===== src/rtl/mem_loader.sv =====
// mem_loader: packs a little-endian byte stream into words written to consecutive memory addresses
module mem_loader #(
  parameter int word_size = 16,
  parameter int addr_size = 8
) (
  input  logic                 clk,
  input  logic                 rst,
  input  logic                 start,
  input  logic [addr_size-1:0] base_addr,
  input  logic [addr_size:0]   word_count,
  input  logic                 in_valid,
  input  logic [7:0]           in_data,
  output logic                 in_ready,
  output logic                 mem_w_en,
  output logic [addr_size-1:0] mem_addr,
  output logic [word_size-1:0] mem_d_in,
  output logic                 busy,
  output logic                 done,
  output logic [word_size-1:0] checksum
);
  localparam int bpw = word_size / 8;
  localparam int bw = bpw > 1 ? $clog2(bpw) : 1;
  localparam logic [bw-1:0] last = bw'(bpw - 1);
  localparam logic [addr_size:0] one = (addr_size + 1)'(1);
  typedef enum logic [1:0] {IDLE, LOAD, WRITE, DONE} state_t;
  state_t state, next;
  logic [addr_size-1:0] addr;
  logic [addr_size:0] remaining;
  logic [bw-1:0] byte_idx;
  logic [word_size-1:0] word_buf;
  logic take;
  assign take = in_valid && state == LOAD;
  assign in_ready = state == LOAD;
  assign mem_w_en = state == WRITE;
  assign busy = state == LOAD || state == WRITE;
  assign done = state == DONE;
  assign mem_addr = addr;
  assign mem_d_in = word_buf;
  always_ff @(posedge clk) state <= rst ? IDLE : next;
  always_comb begin
    next = IDLE;
    next = state == IDLE  ? (start ? (word_count != '0 ? LOAD : DONE) : IDLE)
         : state == LOAD  ? (take && byte_idx == last ? WRITE : LOAD)
         : state == WRITE ? (remaining == one ? DONE : LOAD)
         : IDLE;
  end
  always_ff @(posedge clk) begin
    if (rst) begin
      addr      <= '0;
      remaining <= '0;
      byte_idx  <= '0;
      word_buf  <= '0;
      checksum  <= '0;
    end else if (state == IDLE && start) begin
      checksum <= '0;
      if (word_count != '0) begin
        addr      <= base_addr;
        remaining <= word_count;
        byte_idx  <= '0;
        word_buf  <= '0;
      end
    end else if (take) begin
      word_buf[{byte_idx, 3'b000} +: 8] <= in_data;
      byte_idx <= byte_idx + bw'(1);
    end else if (state == WRITE) begin
      checksum  <= checksum ^ word_buf;
      addr      <= addr + addr_size'(1);
      remaining <= remaining - one;
      byte_idx  <= '0;
    end
  end
endmodule


===== config.mk =====
export PLATFORM = sky130hd
export DESIGN_NAME = mem_loader
export DESIGN_NICKNAME = d
export VERILOG_FILES = /design/src/rtl/mem_loader.sv
export SDC_FILE = /design/constraint.sdc
export NUM_CORES = 1
export LEC_CHECK = 0
export CORE_ASPECT_RATIO = 0.7
export CORE_MARGIN = 2
export CORE_UTILIZATION = 35
export DETAILED_ROUTE_END_ITERATION = 8
export PLACE_DENSITY_LB_ADDON = 0.25
export SYNTH_ARGS = -nofsm -noshare
export SYNTH_HDL_FRONTEND = slang
export SYNTH_SLANG_ARGS = --single-unit

===== constraint.sdc =====
create_clock -name clk -period 2.15 [get_ports clk]
set_input_delay 0.3225 -clock clk [delete_from_list [all_inputs] [get_ports clk]]
set_output_delay 0.3225 -clock clk [all_outputs]
set_load 0.005 [all_outputs]

### After elaboration in Yosys (flattened, before gate mapping)

Cells that the tools add are included.

| cells by class | value |
|---|---|
| add/subtract/negate cells | 4 |
| eq/ne operators | 6 |
| shift operators | 2 |
| mux-type cells | 23 |
| bitwise operators | 2 |
| reduce and logical (&&, ||, !) cells | 14 |

Operators by type and width:

| operator | number |
|---|---|
| 2-to-1 mux 16 bit | 3 |
| 2-to-1 mux 9 bit | 4 |
| 2-to-1 mux 8 bit | 4 |
| bitwise mux 16 bit | 1 |
| variable shift 8 x 6 -> 16 bit, first input constant | 1 |
| variable part select 8 x 6 -> 16 bit | 1 |
| bitwise XOR 16 bit | 1 |
| 2-to-1 mux 2 bit | 7 |
| == test 9 x 1 -> 1 bit, second input constant | 1 |
| nonzero test 9 bit | 1 |
| subtractor 9 x 1 -> 9 bit, second input constant | 1 |
| adder 8 x 1 -> 8 bit, second input constant | 1 |
| negation 4 -> 6 bit | 1 |
| AND reduction 2 bit | 3 |
| == test 2 bit, second input constant | 2 |
| 2-to-1 mux 1 bit | 4 |
| nonzero test 2 bit | 2 |
| logical AND 1 bit | 3 |
| AND reduction 3 bit | 1 |
| nonzero test 3 bit | 1 |
| == test 2 x 1 -> 1 bit, second input constant | 1 |
| logical NOT 2 bit | 1 |
| != test 2 x 1 -> 1 bit, second input constant | 1 |
| != test 2 bit, second input constant | 1 |
| 4 further kinds | 4 |

| word-level totals | value |
|---|---|
| register bits | 52 |
| logic and storage cells | 57 |

### Logic depth before layout (Yosys ltp)

| logic depth | value |
|---|---|
| depth in word-level cells | 6 |
| mapped depth | 8 |
| gate-level depth less buffers | 6 |

### Worst setup path after synthesis

Ideal clock, no wire load.

| path | value |
|---|---|
| path type | register -> register |
| from | register state[1] |
| to | register remaining[5] |
| library setup time | 0.074 ns |
| arrival | 1.947 ns |
| data required time | 2.076 ns |
| slack | 0.129 ns |
| stages on the path, launching flop included | 8 |
| period minus slack after synthesis | 2.021 ns |
| cells stage by stage | dfxtp_1 inv_1 ha_1 clkbuf_1 a21bo_2 or4_4 or3_1 a31oi_1 |

| between the ends | value |
|---|---|
| word-level cells in the longest chain between the ends | 4 |

RTL lines:

| item | RTL line | RTL |
|---|---|---|
| start, declared | 26 | `state_t state, next;` |
| start signal, assigned | 39 | `always_ff @(posedge clk) state <= rst ? IDLE : next;` |
| == test 2 x 1 -> 1 bit | n/a |  |
| named net in_ready | 13 | `output logic in_ready,` |
| logical AND 1 bit | 32 | `assign take = in_valid && state == LOAD;` |
| != test 2 x 1 -> 1 bit (no source line) | n/a |  |
| AND reduction 3 bit (no source line) | n/a |  |
| end signal, assigned | 58 | `remaining <= word_count;` |
| end signal, assigned | 68 | `remaining <= remaining - one;` |
| end, declared | 28 | `logic [addr_size:0] remaining;` |

The timed path passes the listed nets, and every way through them passes these cells.
A chain may end at the register's enable or synchronous reset.

### Final worst setup path

| path | value |
|---|---|
| from | register state[0] |
| to | output mem_w_en |

| between the ends | value |
|---|---|
| word-level cells in the longest chain between the ends | 1 |

RTL lines:

| item | RTL line | RTL |
|---|---|---|
| == test 2 bit | 34 | `assign mem_w_en = state == WRITE;` |
| end, declared | 14 | `output logic mem_w_en,` |

No other way between the ends.

==> flow_summary.json <==
{
  "total_power_mw": 1.923,
  "grt_pass1_wl_um": 11210,
  "diodes": 0,
  "p_switching_mw": 0.4873,
  "synth_enable_flop_cells": 0,
  "worst_slack_ns": 0.1085,
  "drive_above_1_share_pct": 8.800,
  "avgSynthCellArea_um2": 8.479,
  "htreeDepth": 2,
  "yosysUniqueCellTypes": 50,
  "finClkSkew_ns": 0.005522,
  "rr_worst_depth": 6,
  "cp_max_fo": 20,
  "syn_to_final_growth_pct": 43.10,
  "p_clk_share_pct": 29.5,
  "numCtsBuffers": 5,
  "antenna_found_initial": 0,
  "layout.cells.non_filler": 469,
  "fin_crit_ns": 2.041,
  "vias": 2376,
  "min_to": "mem_d_in[5]",
  "tritoncts": "built",
  "fin_util_pct": 52.02,
  "grt_overflow": 0,
  "crit-reg2reg-launch": "state[0]",
  "vias_per_cell": 5.066,
  "r2r-end": "remaining[5]",
  "critical-path-max-stage-delay_ns": 0.54,
  "rows": 25,
  "cts_setup_buffers": 0,
  "place_area_um2": 3437,
  "worstPathArrival_ns": 1.72,
  "worstPathRequired_ns": 1.83,
  "design.portCount": 73,
  "status": "finished clean",
  "critPathCaptureType": "primary output",
  "setup.worst_path.start": "state[0]",
  "final_common_cell": "clkdlybuf4s50_1",
  "slew_viol_final": 0,
  "p_sw_share_pct": 25.34,
  "rrSetupSlack_ns": 0.16,
  "power.density_nw_per_um2": 544.7,
  "path_depth": 4,
  "dieHeight_um": 74.25,
  "root_buffer": "clkbuf_8",
  "synthMuxAreaShare_pct": 3.651,
  "start_util_pct": 36.35,
  "syn_nets": 327,
  "die_w_um": 104.4,
  "ant_nets": 0,
  "syn_area_um2": 2467,
  "grt_max_degree": 34,
  "fp.dieArea_um2": 7748,
  "setup_viol": 0,
  "startpoint_type": "flop",
  "worst_pin_slew_ns": 0.4418,
  "clock.fmax_ghz": 0.4898,
  "detail_route.wl_per_cell_um": 14.30,
  "power.internal_mw": 1.436,
  "holdPathStages": 2,
  "io_buffer_count": 72,
  "cts_resized": 0,
  "pwr-share-seq_pct": 53.7,
  "fillers": 676,
  "drtPass1Iterations": 4,
  "p_leak_nw": 1.266,
  "vdd_drop_max_mv": 0.2443,
  "synth-simple-area-share_pct": 25.71,
  "crit_chain": "inv_1 > ha_1 > buf_4 > clkdlybuf4s50_1",
  "hold_class": "reg2reg",
  "finalHoldViolCount": 0,
  "routed_wl_um": 6707,
  "comb_power_share_pct": 16.8,
  "design.core.area_um2": 6788,
  "clock_latency_ns": 0.30,
  "dp_hpwl_um": 5027,
  "cts_hold_buffers": 0,
  "grt_pass1_vias": 2238,
  "synth_xor_area_share_pct": 6.034,
  "netlist_instances": 291,
  "cp_top_family": "buffers and inverters",
  "worstHoldStart": "mem_d_in[5]",
  "synthAdderAreaFrac_pct": 3.550,
  "final_nets": 410,
  "place_congestion": 0.8512,
  "clk_pin_slew_ns": 0.09,
  "setup_tns_ns": 0,
  "stdcell_area_um2": 3531,
  "seq_area_frac_synth_pct": 42.19,
  "dr.first_iter.drc_count": 158,
  "most-common-layout-cells": "clkdlybuf4s50_1 (72), dfxtp_1 (52), nand2_1 (46)",
  "fin_crit_sh_pct": 94.95,
  "worst-path-buf-inv": 3,
  "synth_compound_area_share_pct": 16.08,
  "yosys_register_bits": 52,
  "cts.sinks": 52,
  "synth-async-reset-ratio_pct": 0,
  "synth_ff_type": "dfxtp_1",
  "max_cap_viol_count": 0,
  "synth_top_family_by_area": "simple AND/OR/NAND/NOR gates",
  "critPathSlowestCell": "clkdlybuf4s50_1",
  "drcViolationCount": 0,
  "post-place-ws_ns": 0.06226,
  "grt_setup_unrepaired": "no",
  "crit_type": "reg2out",
  "yosys_warnings": 0,
  "clockBufferDepth": 2,
  "slew_headroom_pct": 70.30,
  "dp.cells": 461,
  "holdWs_ns": 0.4971,
  "gr-usage-all-layers_pct": 17.96
}
-- synth_stat cells, types with 2 or more instances --
library cell / count / area, um2
a21o_1: 3 / 22.52
a21oi_1: 22 / 110.1
a2bb2oi_1: 4 / 35.03
a31oi_1: 4 / 25.02
and4_1: 2 / 17.52
buf_1: 4 / 15.01
clkbuf_1: 9 / 33.78
dfxtp_1: 52 / 1041
ha_1: 7 / 87.58
inv_1: 4 / 15.01
mux2i_1: 9 / 90.09
nand2_1: 46 / 172.7
nand2b_1: 8 / 50.05
nand3_1: 19 / 95.09
nand4_1: 5 / 31.28
nor2_1: 22 / 82.58
nor3_1: 7 / 35.03
nor4_1: 2 / 12.51
o211ai_1: 4 / 30.03
o21a_1: 2 / 15.01
o21ai_0: 6 / 30.03
or3_1: 3 / 18.77
or4_1: 3 / 22.52
or4_4: 2 / 22.52
xor2_1: 17 / 148.9
-- power by group through the flow --
stage	sequential, mW	combinational (mW)	clock [mW]
finish	1.03	0.323	0.567
global route	1.04	0.356	0.622
CTS	1.03	0.325	0.593
detailed placement	1.05	0.323	0
global placement	1.05	0.320	0
floorplan	1.05	0.147	0
-- cell families (layout without fill, tap and decap cells) --
group	count (synthesis)	after routing
buffers and inverters	18	102
and+or+nand+nor	128	128
adders and majority gates	7	7
muxes	9	9
xor gates and xnor gates	17	17
DFF	52	52
AOI/OAI and AO/OA	60	60
-- worst max-delay path by stage --
stage                     slack (ns)           end
final                           0.11      mem_w_en
after global routing           0.009      mem_w_en
after CTS                       0.09      mem_w_en
after detailed placement        0.06  remaining[5]
after global placement          0.11  remaining[5]
after floorplan                 0.13  remaining[5]
-- flip-flops by register name, summed over array words and instances, names as in the netlist --
register	flops
remaining	9
checksum	16
state	2
mem_addr	8
mem_d_in	16
byte_idx	1
-- routing by layer --
| metal | wire length (um) | vias up | GRT usage [%] |
|---|---|---|---|
| met2 | 2784 | 71 | 26.94 |
| li1 | - | 1196 | - |
| met4 | 78 | 0 | 5.556 |
| met3 | 349 | 7 | 3.506 |
| met5 | 0 | - | 0 |
| met1 | 3494 | 1102 | 26.19 |
-- tightest hold or removal path, delay by kind of cell, from the launching register on --
kind / cells / cell delay, ns
flops: 1 / 0.33
simple gates: 1 / 0.07
mux: 1 / 0.06
-- area by class of cell --
| cell class | count | area [um2] | area share, % |
|---|---|---|---|
| Multi-Input combinational cell | 221 | 1358 | 38.45 |
| Tap cell | 94 | 117.6 | 3.331 |
| Inverter | 4 | 15.01 | 0.4252 |
| Clock buffer | 7 | 86.33 | 2.445 |
| Timing Repair Buffer | 90 | 905.9 | 25.66 |
| Sequential cell | 52 | 1041 | 29.48 |
| Clock inverter | 1 | 7.507 | 0.2126 |
Note: power is estimated with default switching activity, not from simulation.
